### config.mk
export PLATFORM = sky130hd
export DESIGN_NAME = ram_scan_viewer_flat
export DESIGN_NICKNAME = d
export VERILOG_FILES = /design/src/rtl/ram_scan_viewer_if.sv /design/src/rtl/ram_scan_viewer.sv /design/src/flat_wrapper.sv
export SDC_FILE = /design/constraint.sdc
export NUM_CORES = 1
export LEC_CHECK = 0
export BUFFER_PORTS_ARGS = -buffer_cell sky130_fd_sc_hd__buf_4
export CORE_ASPECT_RATIO = 0.6
export CORE_MARGIN = 2
export CORE_UTILIZATION = 34
export DETAILED_ROUTE_END_ITERATION = 6
export SLEW_MARGIN = 10
export SYNTH_ARGS = -nofsm -noshare
export SYNTH_HDL_FRONTEND = slang
export SYNTH_SLANG_ARGS = --single-unit
### constraint.sdc
create_clock -name CLOCK_50 -period 5.2 [get_ports CLOCK_50]
set_input_delay 0.52 -clock CLOCK_50 [delete_from_list [all_inputs] [get_ports CLOCK_50]]
set_output_delay 0.52 -clock CLOCK_50 [all_outputs]
set_load 0.05 [all_outputs]
### src/rtl/ram_scan_viewer_if.sv
// Switch/display bundle for ram_scan_viewer: mode, address, data and wren in; q, cur_addr, busy and done out.
// Latency: none, wires only.
// Backpressure: none. The master owns the switch-side inputs and the slave owns the display-side outputs.
//   mode     : 00 manual, 01 scan, 10 clear request, 11 manual
//   address  : manual read/write address
//   data     : manual write data
//   wren     : write switch level; a rising edge commits one write
//   q        : registered read data
//   cur_addr : address that produced the current q
//   busy     : high while a clear is in progress
//   done     : one-cycle pulse when a clear completes
interface ram_scan_viewer_if #(
    parameter int ADDR_W = 5,
    parameter int DATA_W = 8
);
    logic [1:0]        mode;
    logic [ADDR_W-1:0] address;
    logic [DATA_W-1:0] data;
    logic              wren;
    logic [DATA_W-1:0] q;
    logic [ADDR_W-1:0] cur_addr;
    logic              busy;
    logic              done;

    modport master (
        output mode, address, data, wren,
        input  q, cur_addr, busy, done
    );

    modport slave (
        input  mode, address, data, wren,
        output q, cur_addr, busy, done
    );
endinterface

### src/rtl/ram_scan_viewer.sv
// Single-port RAM viewer with manual write/read, divided-rate address scan and a hardware zero-fill.
// Latency: q and cur_addr are registered together, one cycle after the read address. Clear takes DEPTH cycles.
// Backpressure: none. Inputs are sampled every cycle, mode is ignored during a clear, and a write edge outside IDLE is dropped.
// Ports:
//   CLOCK_50 : system clock, rising edge
//   reset    : synchronous, active-high reset (RAM contents are kept)
//   bus      : slave side of ram_scan_viewer_if (mode/address/data/wren in; q/cur_addr/busy/done out)
module ram_scan_viewer #(
    parameter int ADDR_W   = 5,
    parameter int DATA_W   = 8,
    parameter int SCAN_DIV = 25000000
) (
    input  logic             CLOCK_50,
    input  logic             reset,
    ram_scan_viewer_if.slave bus
);
    localparam int DEPTH = 2 ** ADDR_W;
    localparam int DIV_W = (SCAN_DIV > 1) ? $clog2(SCAN_DIV) : 1;
    localparam logic [DIV_W-1:0]  DIV_LAST  = DIV_W'(SCAN_DIV - 1);
    localparam logic [ADDR_W-1:0] ADDR_LAST = ADDR_W'(DEPTH - 1);

    typedef enum logic [1:0] {
        ST_IDLE  = 2'd0,
        ST_SCAN  = 2'd1,
        ST_CLEAR = 2'd2
    } state_t;

    state_t            r_state;
    state_t            w_next_state;

    logic [DATA_W-1:0] r_mem [DEPTH];
    logic [ADDR_W-1:0] r_scan_ptr;
    logic [ADDR_W-1:0] r_clr_ptr;
    logic [DIV_W-1:0]  r_div;
    logic              r_wren_d;
    logic [DATA_W-1:0] r_q;
    logic [ADDR_W-1:0] r_cur_addr;
    logic              r_done;

    logic              w_wr_pulse;
    logic              w_scan_tc;
    logic              w_clr_last;
    logic              w_clr_entry;
    logic [ADDR_W-1:0] w_rd_addr;
    logic              w_mem_we;
    logic [ADDR_W-1:0] w_mem_waddr;
    logic [DATA_W-1:0] w_mem_wdata;
    logic              w_busy;

    assign w_wr_pulse  = bus.wren & ~r_wren_d;
    assign w_scan_tc   = (r_div == DIV_LAST);
    assign w_clr_last  = (r_clr_ptr == ADDR_LAST);
    assign w_clr_entry = (r_state != ST_CLEAR) && (w_next_state == ST_CLEAR);

    // FSM state register
    always_ff @(posedge CLOCK_50) begin
        if (reset) begin
            r_state <= ST_IDLE;
        end else begin
            r_state <= w_next_state;
        end
    end

    // FSM next-state logic; mode 11 behaves as manual
    always_comb begin
        w_next_state = r_state;
        case (r_state)
            ST_IDLE: begin
                if (bus.mode == 2'b10)      w_next_state = ST_CLEAR;
                else if (bus.mode == 2'b01) w_next_state = ST_SCAN;
            end
            ST_SCAN: begin
                if (bus.mode == 2'b10)      w_next_state = ST_CLEAR;
                else if (bus.mode != 2'b01) w_next_state = ST_IDLE;
            end
            ST_CLEAR: begin
                // mode is deliberately not looked at until the fill finishes
                if (w_clr_last)             w_next_state = ST_IDLE;
            end
            default:                        w_next_state = ST_IDLE;
        endcase
    end

    // FSM outputs: read-address mux, RAM write port, busy
    always_comb begin
        w_rd_addr   = bus.address;
        w_mem_we    = 1'b0;
        w_mem_waddr = bus.address;
        w_mem_wdata = bus.data;
        w_busy      = 1'b0;
        case (r_state)
            ST_IDLE: begin
                w_mem_we = w_wr_pulse;
            end
            ST_SCAN: begin
                w_rd_addr = r_scan_ptr;
            end
            ST_CLEAR: begin
                w_rd_addr   = r_clr_ptr;
                w_mem_we    = 1'b1;
                w_mem_waddr = r_clr_ptr;
                w_mem_wdata = '0;
                w_busy      = 1'b1;
            end
            default: ;
        endcase
    end

    // RAM array has no reset, but a reset edge must not commit the in-flight
    // clear write, so words not yet zeroed stay untouched on abort.
    always_ff @(posedge CLOCK_50) begin
        if (!reset && w_mem_we) begin
            r_mem[w_mem_waddr] <= w_mem_wdata;
        end
    end

    // Scan divider and pointer, clear pointer, write-edge history, done pulse
    always_ff @(posedge CLOCK_50) begin
        if (reset) begin
            r_scan_ptr <= '0;
            r_clr_ptr  <= '0;
            r_div      <= '0;
            r_wren_d   <= 1'b0;
            r_done     <= 1'b0;
        end else begin
            r_wren_d <= bus.wren;
            r_done   <= (r_state == ST_CLEAR) && w_clr_last;

            // Divider idles at zero outside SCAN, so every entry starts a fresh
            // step; the pointer itself is only cleared by reset.
            if (r_state == ST_SCAN) begin
                if (w_scan_tc) begin
                    r_div      <= '0;
                    r_scan_ptr <= r_scan_ptr + ADDR_W'(1);
                end else begin
                    r_div <= r_div + DIV_W'(1);
                end
            end else begin
                r_div <= '0;
            end

            if (w_clr_entry) begin
                r_clr_ptr <= '0;
            end else if (r_state == ST_CLEAR) begin
                r_clr_ptr <= r_clr_ptr + ADDR_W'(1);
            end
        end
    end

    // Registered read port: read-first on a same-address write because the
    // array update and this read share the same edge.
    always_ff @(posedge CLOCK_50) begin
        if (reset) begin
            r_q        <= '0;
            r_cur_addr <= '0;
        end else begin
            r_q        <= r_mem[w_rd_addr];
            r_cur_addr <= w_rd_addr;
        end
    end

    assign bus.q        = r_q;
    assign bus.cur_addr = r_cur_addr;
    assign bus.busy     = w_busy;
    assign bus.done     = r_done;
endmodule

### src/flat_wrapper.sv
// flat-port wrapper written by rule: the top's interface ports become plain ports
module ram_scan_viewer_flat 
#(
    parameter int ADDR_W   = 5,
    parameter int DATA_W   = 8,
    parameter int SCAN_DIV = 25000000
)
  (CLOCK_50, reset, bus_mode, bus_address, bus_data, bus_wren, bus_q, bus_cur_addr, bus_busy, bus_done);
  ram_scan_viewer_if #(.ADDR_W(ADDR_W), .DATA_W(DATA_W)) bus_i ();
  input  logic CLOCK_50;
  input  logic reset;
  input wire logic [$bits(bus_i.mode)-1:0] bus_mode;
  input wire logic [$bits(bus_i.address)-1:0] bus_address;
  input wire logic [$bits(bus_i.data)-1:0] bus_data;
  input wire logic [$bits(bus_i.wren)-1:0] bus_wren;
  output wire logic [$bits(bus_i.q)-1:0] bus_q;
  output wire logic [$bits(bus_i.cur_addr)-1:0] bus_cur_addr;
  output wire logic [$bits(bus_i.busy)-1:0] bus_busy;
  output wire logic [$bits(bus_i.done)-1:0] bus_done;
  assign bus_i.mode = bus_mode;
  assign bus_i.address = bus_address;
  assign bus_i.data = bus_data;
  assign bus_i.wren = bus_wren;
  assign bus_q = bus_i.q;
  assign bus_cur_addr = bus_i.cur_addr;
  assign bus_busy = bus_i.busy;
  assign bus_done = bus_i.done;
  ram_scan_viewer #(.ADDR_W(ADDR_W), .DATA_W(DATA_W), .SCAN_DIV(SCAN_DIV)) u_core (.CLOCK_50(CLOCK_50), .reset(reset), .bus(bus_i));
endmodule
== Word level (Yosys, flattened, before mapping) ==
Memories as Yosys holds them, arrays and structs flattened. A register that Yosys moved wholly into a read port is not among the register bits.
Index checks and enable logic that the tools add are counted.
Cells by class
  multiplexer cells: 13
  equal/unequal tests: 9
  bitwise operators: 3
  reductions and logical operators: 8
  add/subtract/negate cells: 3
Operators by type and width (count)
  adder 25 x 1 -> 25 bit (second input constant): 1
  equality test 25 bit (second input constant): 1
  adder 5 x 1 -> 5 bit (second input constant): 2
  two-way mux 2 bit: 5
  case mux 5 bit (2 select lines): 1
  two-way mux 8 bit: 1
  equality test 2 bit (second input constant): 3
  case mux 2 bit (3 select lines): 1
  equality test 5 bit (second input constant): 1
  two-way mux 5 bit: 1
  equality test 2 x 1 -> 1 bit (second input constant): 2
  logical AND 1 bit: 3
  two-way mux 1 bit: 3
  OR reduction 3 bit: 1
  logical NOT 2 bit: 1
  != test 2 x 1 -> 1 bit (second input constant): 1
  != test 2 bit (second input constant): 1
  inverter 1 bit: 2
  case mux 1 bit (2 select lines): 1
  AND reduction 2 bit: 1
  OR reduction 2 bit: 1
  bitwise AND 1 bit: 1
  logical NOT 1 bit: 1
Word-level totals
  RAM bits: 256
  flip-flop bits (word level): 44
  memories: 1
  bits of input ports: 18
Memories
  u_core.r_mem: depth 32, width 8, rd ports 1, clocked after memory_dff 1, wr ports 1, line ram_scan_viewer.sv:31  | logic [DATA_W-1:0] r_mem [DEPTH];

== Depth between registers and ports, before layout ==
Gate-level depths: netlist (run 1).
  word-level depth: 7
  depth in mapped cells: 12

== Worst setup path after synthesis (run 1) ==
No wires, ideal clock.
  path type: register to register
  start: reg u_core.r_state[0]
  end: mem u_core.r_mem[16][0], enable pin
  path slack: 2.403 ns
  buffers on the path: 3
  data arrival time: 2.427 ns
  cell stages (with the launch flop): 10
  cell sequence: dfxtp_1 -> inv_1 -> ha_1 -> buf_2 -> buf_2 -> buf_1 -> nand2_1 -> o32ai_1 -> nand2_1 -> nor2_1
Between the ends
  cells in the longest elaborated chain, start to end: 5
Ends and longest elaborated chain
  start: declaration: line ram_scan_viewer.sv:28  | state_t r_state;
  start signal: assignment: line ram_scan_viewer.sv:60  | r_state <= w_next_state;
  equality test 2 bit / logical NOT 2 bit (equally long branches): line ram_scan_viewer.sv:91  | case (r_state)
  case mux 1 bit (2 select lines): line ram_scan_viewer.sv:91
  logical AND 1 bit: line ram_scan_viewer.sv:112  | if (!reset && w_mem_we) begin
  two-way mux 1 bit: line ram_scan_viewer.sv:112
  two-way mux 1 bit (not written as such): line ram_scan_viewer.sv:113  | r_mem[w_mem_waddr] <= w_mem_wdata;
  end: declaration: line ram_scan_viewer.sv:31
Several ways; a longest one is shown, not always the timed one.

== Worst setup path in the final report (run 1) ==
  start: reg u_core.r_state[1]
  end: reg u_core.r_q[5] (netlist: u_core.bus.q[5]) (read register of u_core.r_mem)
Between the ends
  cells in the longest elaborated chain, start to end: 2
Ends and longest elaborated chain
  equality test 2 bit / equality test 2 x 1 -> 1 bit (equally long branches): line ram_scan_viewer.sv:91
  case mux 5 bit (2 select lines) *: line ram_scan_viewer.sv:91
  end: declaration: line ram_scan_viewer.sv:36  | logic [DATA_W-1:0] r_q;
Mark *: on every way between the ends. The rest lies on a longest branch, timed or not.
A chain may end at the register's enable or synchronous reset.

==> metrics.log, run 1 <==
[metrics] static leakage: 0.004976 uW
[metrics] ant diodes: 0
[metrics] critical-path cell with the highest stage delay: sky130_fd_sc_hd__ha_2
[metrics] count of routing violations after the opening detailed-route iteration: 1345
[metrics] Setup crit start kind: register
[metrics] post-DP HPWL: 24800 microns
[metrics] power share of the clock group: 36.5%
[metrics] total number of clock tree sinks: 308
[metrics] I/O pin cnt: 33
[metrics] number of nets in the layout: 1133
[metrics] drt total wl: 37570 microns
[metrics] Post-CTS Hold Buffers: 0
[metrics] share of power burned in registers: 47.4%
[metrics] worst setup path category: register to register
[metrics] number of unique standard cell types used by synthesis: 57
[metrics] number of antenna violations at the first check in global routing: 0
[metrics] number of global-route vias before repair: 8560
[metrics] synthesized netlist cell count: 1094
[metrics] Synthesis Warnings: 0
[metrics] leading cell type by number of instances after synthesis: sky130_fd_sc_hd__edfxtp_1
[metrics] number of clock buffers inserted by TritonCTS: 29
[metrics] area growth from synthesis to layout: 12.73%
[metrics] global-route wire length before repair: 55940 microns
[metrics] switching fraction of total power: 28.13%
[metrics] routability cong.: 0.9045
[metrics] IO Port Bufs: 32
[metrics] number of maximum-capacitance constraint violations: 0
[metrics] Filler cells: 3586
[metrics] worst setup slack after placement: 1.632 ns
[metrics] per-cell via count in the routed design: 5.658
[metrics] starting density of the core: 34.82%
[metrics] post-CTS resize count: 0
[metrics] Die Footprint: 40610 sq um
[metrics] sum of overflow across all layers after global routing: 0
[metrics] PnR worst setup slack: 1.454 ns
[metrics] final setup vio count: 0
[metrics] Synth area leaders: sky130_fd_sc_hd__edfxtp_1 (58%), sky130_fd_sc_hd__dfxtp_1 (7.9%), sky130_fd_sc_hd__nand2_1 (5.0%)
[metrics] number of nets still failing antenna checks after routing: 0
[metrics] clock root buffer master: sky130_fd_sc_hd__clkbuf_16
[metrics] peak supply drop: 0.2184 mV
[metrics] mean area per synthesized cell: 12.11 sq um
[metrics] Total Neg Setup Slack: 0 ns
[metrics] arrival time reported for the critical path endpoint: 4.13 ns
[metrics] ys async rst share: 0%
[metrics] number of vias after detailed routing: 9290
[metrics] Critical Path, Cell by Cell: inv_1 > ha_2 > nor2_1 > a21oi_4 > mux2i_1 > a211oi_1 > nor4_1 > nand3_1
[metrics] Net Sw Power: 1638 uW
[metrics] Worst path top cell family by delay: simple AND/OR/NAND/NOR gates
[metrics] Post-Route Hold Slack: 0.1998 ns
[metrics] primary flip-flop cell chosen by synthesis mapping: sky130_fd_sc_hd__edfxtp_1
[metrics] Period minus WS final: 3.746 ns
[metrics] source of the worst register-to-register timing path: u_core.r_state[1]
[metrics] Core Region: 38060 sq um
[metrics] final hold violation count: 0
[metrics] library cell occupying the most area in the post-synthesis netlist: sky130_fd_sc_hd__edfxtp_1
[metrics] kind of end point of the critical path: register
[metrics] clock tree from TritonCTS: done
[metrics] Longest Clk Path Bufs: 3
[metrics] outcome: completed
[metrics] clock transition at the registers of the reported paths: 0.07 ns
[metrics] internal power: 4184 uW
[metrics] pin count of the biggest net entering global routing: 54
[metrics] measured slew at the worst slew-check pin: 1.227 ns
[metrics] Max-Slew Margin vs Limit: 17.89%
[metrics] die height: 156.9 microns
[metrics] logic gate share of total power: 16.1%
[metrics] number of setup buffers added after CTS: 0
[metrics] max-slew violation total from the final report: 0
[metrics] Max FO, Critical Path: 34
[metrics] required time of the critical path: 5.59 ns
[metrics] share of post-route cells with drive strength above 1: 10.36%
[metrics] router iterations before antenna repair: 5
[metrics] top-area cell type share of the netlist area: 58.02%
[metrics] Seq/Total Area, Yosys: 65.88%
[metrics] drt drc: 0
[metrics] RSZ-0062 raised after global routing: no
[metrics] critical path startpoint: u_core.r_state[1]
[metrics] post-synth net total: 1120
[metrics] number of flops mapped to enable cells by yosys: 256
[metrics] Tcrit/Tclk final: 72.03%
[metrics] maximum single-stage delay on the critical path: 0.79 ns
[metrics] die width: 258.8 microns
[metrics] post-synthesis sequential element count: 308
[metrics] startpoint of the most critical hold path: bus_wren
[metrics] global-route total usage across every layer: 18.41%
[metrics] fmax: 0.2670 GHz
[metrics] H-tree levels: 1
[metrics] commonest cells in the synthesized netlist: sky130_fd_sc_hd__edfxtp_1 (256), sky130_fd_sc_hd__nand2_1 (178), sky130_fd_sc_hd__nor2_1 (138)
[metrics] placement row count: 55
[metrics] clock latency on the worst-skew pair: 0.56 ns
[metrics] routed length per placed instance: 22.88 microns
[metrics] Buf/Inv on CP: 1
[metrics] Pwr Density: 389.8 nW/um^2
[metrics] cell area after synthesis: 13250 sq um
[metrics] Hold/Removal Path Class: input pin to register
[metrics] clock tree skew after final layout: 0.01454 ns
worst register-to-register path: cells and delay by family (launching register included):
kind / cells / cell delay (ns)
AND/OR/NAND/NOR: 3 / 1.16
flip-flops: 1 / 0.40
buffers and inverters: 1 / 0.10
multiplexers: 1 / 0.39
AO/OA/AOI/OAI: 2 / 0.73
adder cells (fa/ha/maj): 1 / 0.79
routing by layer:
layer	track usage (%)	part of all wire [%]	vias up
met3	6.940	12	49
met4	2.918	1.5	0
li1	-	-	4115
met5	0	0	-
met2	24.40	39	439
met1	28.37	48	4687
flip-flops by register name (all words and copies together), names as in the netlist:
signal               count
u_core.r_mem           256
u_core.r_wren_d          1
u_core.r_scan_ptr        5
u_core.r_div            25
u_core.bus.q             8
u_core.bus.cur_addr      5
u_core.r_clr_ptr         5
u_core.bus.done          1
u_core.r_state           2
metrics by stage:
stage | power [uW] | cell area, sq um | utilization (%) | instances
after floorplan | 3411 | 13250 | - | 1094
after global placement | 3723 | 14000 | 36.79 | 1589
after detailed placement | 3732 | 14000 | 36.79 | 1589
after CTS | 5830 | 14940 | 39.25 | 1642
after global routing | 5999 | 14940 | 39.25 | 1642
final | 5822 | 14940 | 39.25 | 1642
power by group through the flow:
stage / Sequential (uW) / Combinational, uW / Clock, uW
floorplan: 2900 / 514 / 0
global placement: 2820 / 903 / 0
detailed placement: 2820 / 914 / 0
CTS: 2760 / 917 / 2150
global route: 2760 / 997 / 2240
finish: 2760 / 935 / 2130
area by class of cell:
class	count	area, sq um	area share, %
sequential	308	8728	58.44
multi-input combinational	707	4208	28.17
clock buffer	35	768.2	5.144
tap	513	641.9	4.298
timing repair buffer	48	372.9	2.496
clock inverter	18	167.7	1.123
inverter	13	48.80	0.3267
cells by family (layout without fill, tap and decap cells):
kind of cell    count (synthesis)  in the layout  share of synthesized area [%]
simple gates                  419            419                          13.74
flops                         308            308                          65.88
compound gates                195            195                          10.67
buf+inv                        79            114                          2.805
mux                            54             54                          4.089
xor+xnor                       30             30                          1.983
fa+ha+maj                       9              9                         0.8311
layout by cell type, fill, tap and decap left out, types with 19 or more instances in the layout:
master                      instances
sky130_fd_sc_hd__a21oi_1           45
sky130_fd_sc_hd__buf_4             47
sky130_fd_sc_hd__nand3_1           29
sky130_fd_sc_hd__xor2_1            20
sky130_fd_sc_hd__edfxtp_1         256
sky130_fd_sc_hd__a32oi_1           19
sky130_fd_sc_hd__nor2_1           137
sky130_fd_sc_hd__nand2_1          178
sky130_fd_sc_hd__clkbuf_16         29
sky130_fd_sc_hd__a221oi_1          47
sky130_fd_sc_hd__nand4_1           30
sky130_fd_sc_hd__mux2i_1           53
sky130_fd_sc_hd__dfxtp_1           52
sky130_fd_sc_hd__a211oi_1          19
path summary, 6_finish.rpt:
check	to	slack, ns	cells after the start
worst max register to register	u_core.bus.q[5]	1.45	8
worst min-delay path	u_core.r_wren_d	0.20	2
worst max-delay path	u_core.bus.q[5]	1.45	8
worst min register to register	u_core.r_div[0]	0.45	1
Note: power is estimated with default switching activity, not from simulation.
==> inputs of run 2 (changes only) <==
--- a/config.mk
+++ b/config.mk
@@ -5,6 +5,7 @@
 export SDC_FILE = /design/constraint.sdc
 export NUM_CORES = 1
 export LEC_CHECK = 0
+export ABC_AREA = 1
 export BUFFER_PORTS_ARGS = -buffer_cell sky130_fd_sc_hd__buf_4
 export CORE_ASPECT_RATIO = 0.6
 export CORE_MARGIN = 2
==> constraint.sdc (replaced) <==
create_clock -name CLOCK_50 -period 3.6 [get_ports CLOCK_50]
set_input_delay 0.36 -clock CLOCK_50 [delete_from_list [all_inputs] [get_ports CLOCK_50]]
set_output_delay 0.36 -clock CLOCK_50 [all_outputs]
set_load 0.05 [all_outputs]
==> run 2 against run 1 <==
  * Worst hold slack lost 0.16 ns
  * Register-to-register slack got worse by 1.0 ns
  * Worst setup slack lost 1.0 ns
  * Sequential cell count unchanged
  * Global-route usage fell by 1.1 points
  * Total power is 50% higher
  * Non-clock buffer count is 37 higher
  * Critical path depth is 5 higher
==> metrics.log, run 2 <==
[metrics] Setup crit start kind: register (unchanged)
[metrics] mean area per synthesized cell: 9.983 sq um (was 12.11 sq um)
[metrics] most frequent cells in the layout: sky130_fd_sc_hd__nand3_1 (296), sky130_fd_sc_hd__edfxtp_1 (256), sky130_fd_sc_hd__inv_1 (227) (was sky130_fd_sc_hd__edfxtp_1 (256), sky130_fd_sc_hd__nand2_1 (178), sky130_fd_sc_hd__nor2_1 (137))
[metrics] required time of the critical path: 4.06 ns (was 5.59 ns)
[metrics] post-CTS resize count: 0 (unchanged)
[metrics] synthesized netlist cell count: 1405 (was 1094)
[metrics] PnR worst setup slack: 0.4368 ns (was 1.454 ns)
[metrics] max-slew violation total from the final report: 0 (unchanged)
[metrics] placement row count: 57 (was 55)
[metrics] clock tree skew after final layout: 0.01613 ns (was 0.01454 ns)
[metrics] ys async rst share: 0% (unchanged)
[metrics] global-route wire length before repair: 56860 microns (was 55940 microns)
[metrics] clock latency on the worst-skew pair: 0.57 ns (was 0.56 ns)
[metrics] measured slew at the worst slew-check pin: 1.090 ns (was 1.227 ns)
[metrics] Synth area leaders: sky130_fd_sc_hd__edfxtp_1 (55%), sky130_fd_sc_hd__nand3_1 (11%), sky130_fd_sc_hd__dfxtp_1 (7.4%) (was sky130_fd_sc_hd__edfxtp_1 (58%), sky130_fd_sc_hd__dfxtp_1 (7.9%), sky130_fd_sc_hd__nand2_1 (5.0%))
[metrics] number of maximum-capacitance constraint violations: 0 (unchanged)
[metrics] routability cong.: 0.8276 (was 0.9045)
[metrics] clock tree from TritonCTS: done (unchanged)
[metrics] area growth from synthesis to layout: 14.47% (was 12.73%)
[metrics] router iterations before antenna repair: 5 (unchanged)
[metrics] Hold/Removal Path Class: input pin to register (unchanged)
[metrics] leading cell type by number of instances after synthesis: sky130_fd_sc_hd__nand3_1 (was sky130_fd_sc_hd__edfxtp_1)
[metrics] kind of end point of the critical path: register (unchanged)
[metrics] number of global-route vias before repair: 9454 (was 8560)
[metrics] H-tree levels: 1 (unchanged)
[metrics] most common cell after layout, fill and taps aside: sky130_fd_sc_hd__nand3_1 (was sky130_fd_sc_hd__edfxtp_1)
[metrics] final hold violation count: 0 (unchanged)
[metrics] primary flip-flop cell chosen by synthesis mapping: sky130_fd_sc_hd__edfxtp_1 (unchanged)
[metrics] Die Footprint: 42950 sq um (was 40610 sq um)
[metrics] number of nets still failing antenna checks after routing: 0 (unchanged)
[metrics] Post-CTS Hold Buffers: 0 (unchanged)
[metrics] commonest cells in the synthesized netlist: sky130_fd_sc_hd__nand3_1 (296), sky130_fd_sc_hd__edfxtp_1 (256), sky130_fd_sc_hd__inv_1 (227) (was sky130_fd_sc_hd__edfxtp_1 (256), sky130_fd_sc_hd__nand2_1 (178), sky130_fd_sc_hd__nor2_1 (138))
[metrics] number of nets in the layout: 1473 (was 1133)
[metrics] Period minus WS final: 3.163 ns (was 3.746 ns)
[metrics] max reg flops: 256 (unchanged)
[metrics] number of antenna violations at the first check in global routing: 0 (unchanged)
[metrics] sum of overflow across all layers after global routing: 0 (unchanged)
[metrics] outcome: completed (unchanged)
[metrics] die height: 161.3 microns (was 156.9 microns)
[metrics] Max FO, Critical Path: 91 (was 34)
[metrics] library cell occupying the most area in the post-synthesis netlist: sky130_fd_sc_hd__edfxtp_1 (unchanged)
[metrics] Longest Clk Path Bufs: 3 (unchanged)
[metrics] post-synthesis sequential element count: 308 (unchanged)
[metrics] number of vias after detailed routing: 10086 (was 9290)
[metrics] Seq/Total Area, Yosys: 62.23% (was 65.88%)
[metrics] Core Region: 40580 sq um (was 38060 sq um)
[metrics] count of routing violations after the opening detailed-route iteration: 958 (was 1345)
[metrics] worst setup path category: register to register (unchanged)
[metrics] I/O pin cnt: 33 (unchanged)
[metrics] Max-Slew Margin vs Limit: 27.25% (was 17.89%)
[metrics] top-area cell type share of the netlist area: 54.81% (was 58.02%)
[metrics] Total Neg Setup Slack: 0 ns (unchanged)
[metrics] post-route standard cell area excluding fillers: 16060 sq um (was 14940 sq um)
[metrics] IO Port Bufs: 32 (unchanged)
[metrics] post-synth net total: 1431 (was 1120)
[metrics] final setup vio count: 0 (unchanged)
[metrics] cell area after synthesis: 14030 sq um (was 13250 sq um)
[metrics] number of flops mapped to enable cells by yosys: 256 (unchanged)
[metrics] instance area after placement: 15040 sq um (was 14000 sq um)
[metrics] post-DP HPWL: 23920 microns (was 24800 microns)
[metrics] Tcrit/Tclk final: 87.87% (was 72.03%)
[metrics] fmax: 0.3161 GHz (was 0.2670 GHz)
[metrics] Synthesis Warnings: 0 (unchanged)
[metrics] number of setup buffers added after CTS: 0 (unchanged)
[metrics] global-route total usage across every layer: 17.30% (was 18.41%)
[metrics] die width: 266.2 microns (was 258.8 microns)
[metrics] starting density of the core: 34.56% (was 34.82%)
[metrics] Pwr Density: 543.7 nW/um^2 (was 389.8 nW/um^2)
[metrics] ant diodes: 0 (unchanged)
[metrics] total number of clock tree sinks: 308 (unchanged)
[metrics] clock transition at the registers of the reported paths: 0.06 ns (was 0.07 ns)
[metrics] clock root buffer master: sky130_fd_sc_hd__clkbuf_16 (unchanged)
[metrics] worst setup slack after placement: 0.5594 ns (was 1.632 ns)
[metrics] Layout Utilization: 39.56% (was 39.25%)
[metrics] routed length per placed instance: 18.56 microns (was 22.88 microns)
[metrics] per-cell via count in the routed design: 5.043 (was 5.658)
[metrics] peak supply drop: 0.3665 mV (was 0.2184 mV)
[metrics] arrival time reported for the critical path endpoint: 3.62 ns (was 4.13 ns)
[metrics] static leakage: 0.006409 uW (was 0.004976 uW)
[metrics] number of unique standard cell types used by synthesis: 35 (was 57)
[metrics] RSZ-0062 raised after global routing: no (unchanged)
[metrics] drt drc: 0 (unchanged)
[metrics] number of clock buffers inserted by TritonCTS: 30 (was 29)
[metrics] register with the highest flop count: u_core.r_mem (unchanged)
[metrics] pin count of the biggest net entering global routing: 129 (was 54)
[metrics] share of post-route cells with drive strength above 1: 11.16% (was 10.36%)
[metrics] drt total wl: 37110 microns (was 37570 microns)
==> run 2: cell count changes after synthesis, sizes merged, moves of 47 or more <==
| cell | change |
|---|---|
| nor2 | -55 |
| nand2 | +54 |
| a221oi | -47 |
| nand3 | +270 |
| inv | +218 |
| mux2i | -51 |
| nand3b | +77 |
==> run 2: final cells by class <==
class	count	area, sq um
Sequential cell	308	8728
Timing Repair Buffer	85	725.7
Fill cell	3922	24520
Inverter	231	867.1
Clock buffer	34	787.0
Clock inverter	20	227.7
Tap cell	531	664.4
Multi-Input combinational cell	791	4055
==> run 2: worst paths after layout <==
path,startpoint,endpoint,slack (ns),depth (start not counted)
worst max-delay path,u_core.r_state[0],u_core.bus.q[5],0.44,13
worst min-delay path,bus_wren,u_core.r_wren_d,0.04,3
worst max register to register,u_core.r_state[0],u_core.bus.q[5],0.44,13
worst min register to register,u_core.r_div[0],u_core.r_div[0],0.45,1
==> run 2: routing by layer <==
metal | vias up | track usage [%] | share of wire [%]
met3 | 45 | 3.674 | 10
met1 | 4826 | 27.34 | 48
met5 | - | 0.3378 | 0
met2 | 444 | 24.01 | 40
met4 | 0 | 3.473 | 1.7
li1 | 4771 | - | -
==> run 2: report_power, final <==
group          switching [uW]  internal [uW]
Clock                    1390           1920
Combinational            1050            397
Sequential               31.5           3940
==> run 2: through the flow <==
stage                     power, uW  hold slack (ns)  std cells
after detailed placement       5480           0.4399       1946
after CTS                      8763          0.01126       2000
after global placement         5474           0.4302       1946
final                          8729          0.03982       2000
after floorplan                4973           0.4176       1405
after global routing           9045          0.04404       2000
==> run 2: worst max-delay path: stages (launching register included) <==
cell and delay [ns]:
sky130_fd_sc_hd__dfxtp_1 0.38, sky130_fd_sc_hd__inv_1 0.10, sky130_fd_sc_hd__ha_1 0.53, sky130_fd_sc_hd__inv_2 0.10, sky130_fd_sc_hd__nand2_4 0.28, sky130_fd_sc_hd__buf_12 0.38
sky130_fd_sc_hd__buf_4 0.32, sky130_fd_sc_hd__nand3b_1 0.12, sky130_fd_sc_hd__nand3_1 0.12, sky130_fd_sc_hd__nand3_1 0.07, sky130_fd_sc_hd__nand3_1 0.30, sky130_fd_sc_hd__nand2_1 0.10
sky130_fd_sc_hd__nand2_1 0.07, sky130_fd_sc_hd__nand2_1 0.05
==> run 2: cells by family (layout without fill, tap and decap cells) <==
kind of cell             after synthesis  after routing  synth area share (%)
AND/OR/NAND/NOR                      735            735                 25.56
flip-flops                           308            308                 62.23
buffers and inverters                306            370                 9.126
AO/OA/AOI/OAI                         29             29                 1.169
XOR/XNOR                              17             17                 1.062
adder cells (fa/ha/maj)                8              8                0.7137
multiplexers                           2              2                0.1427
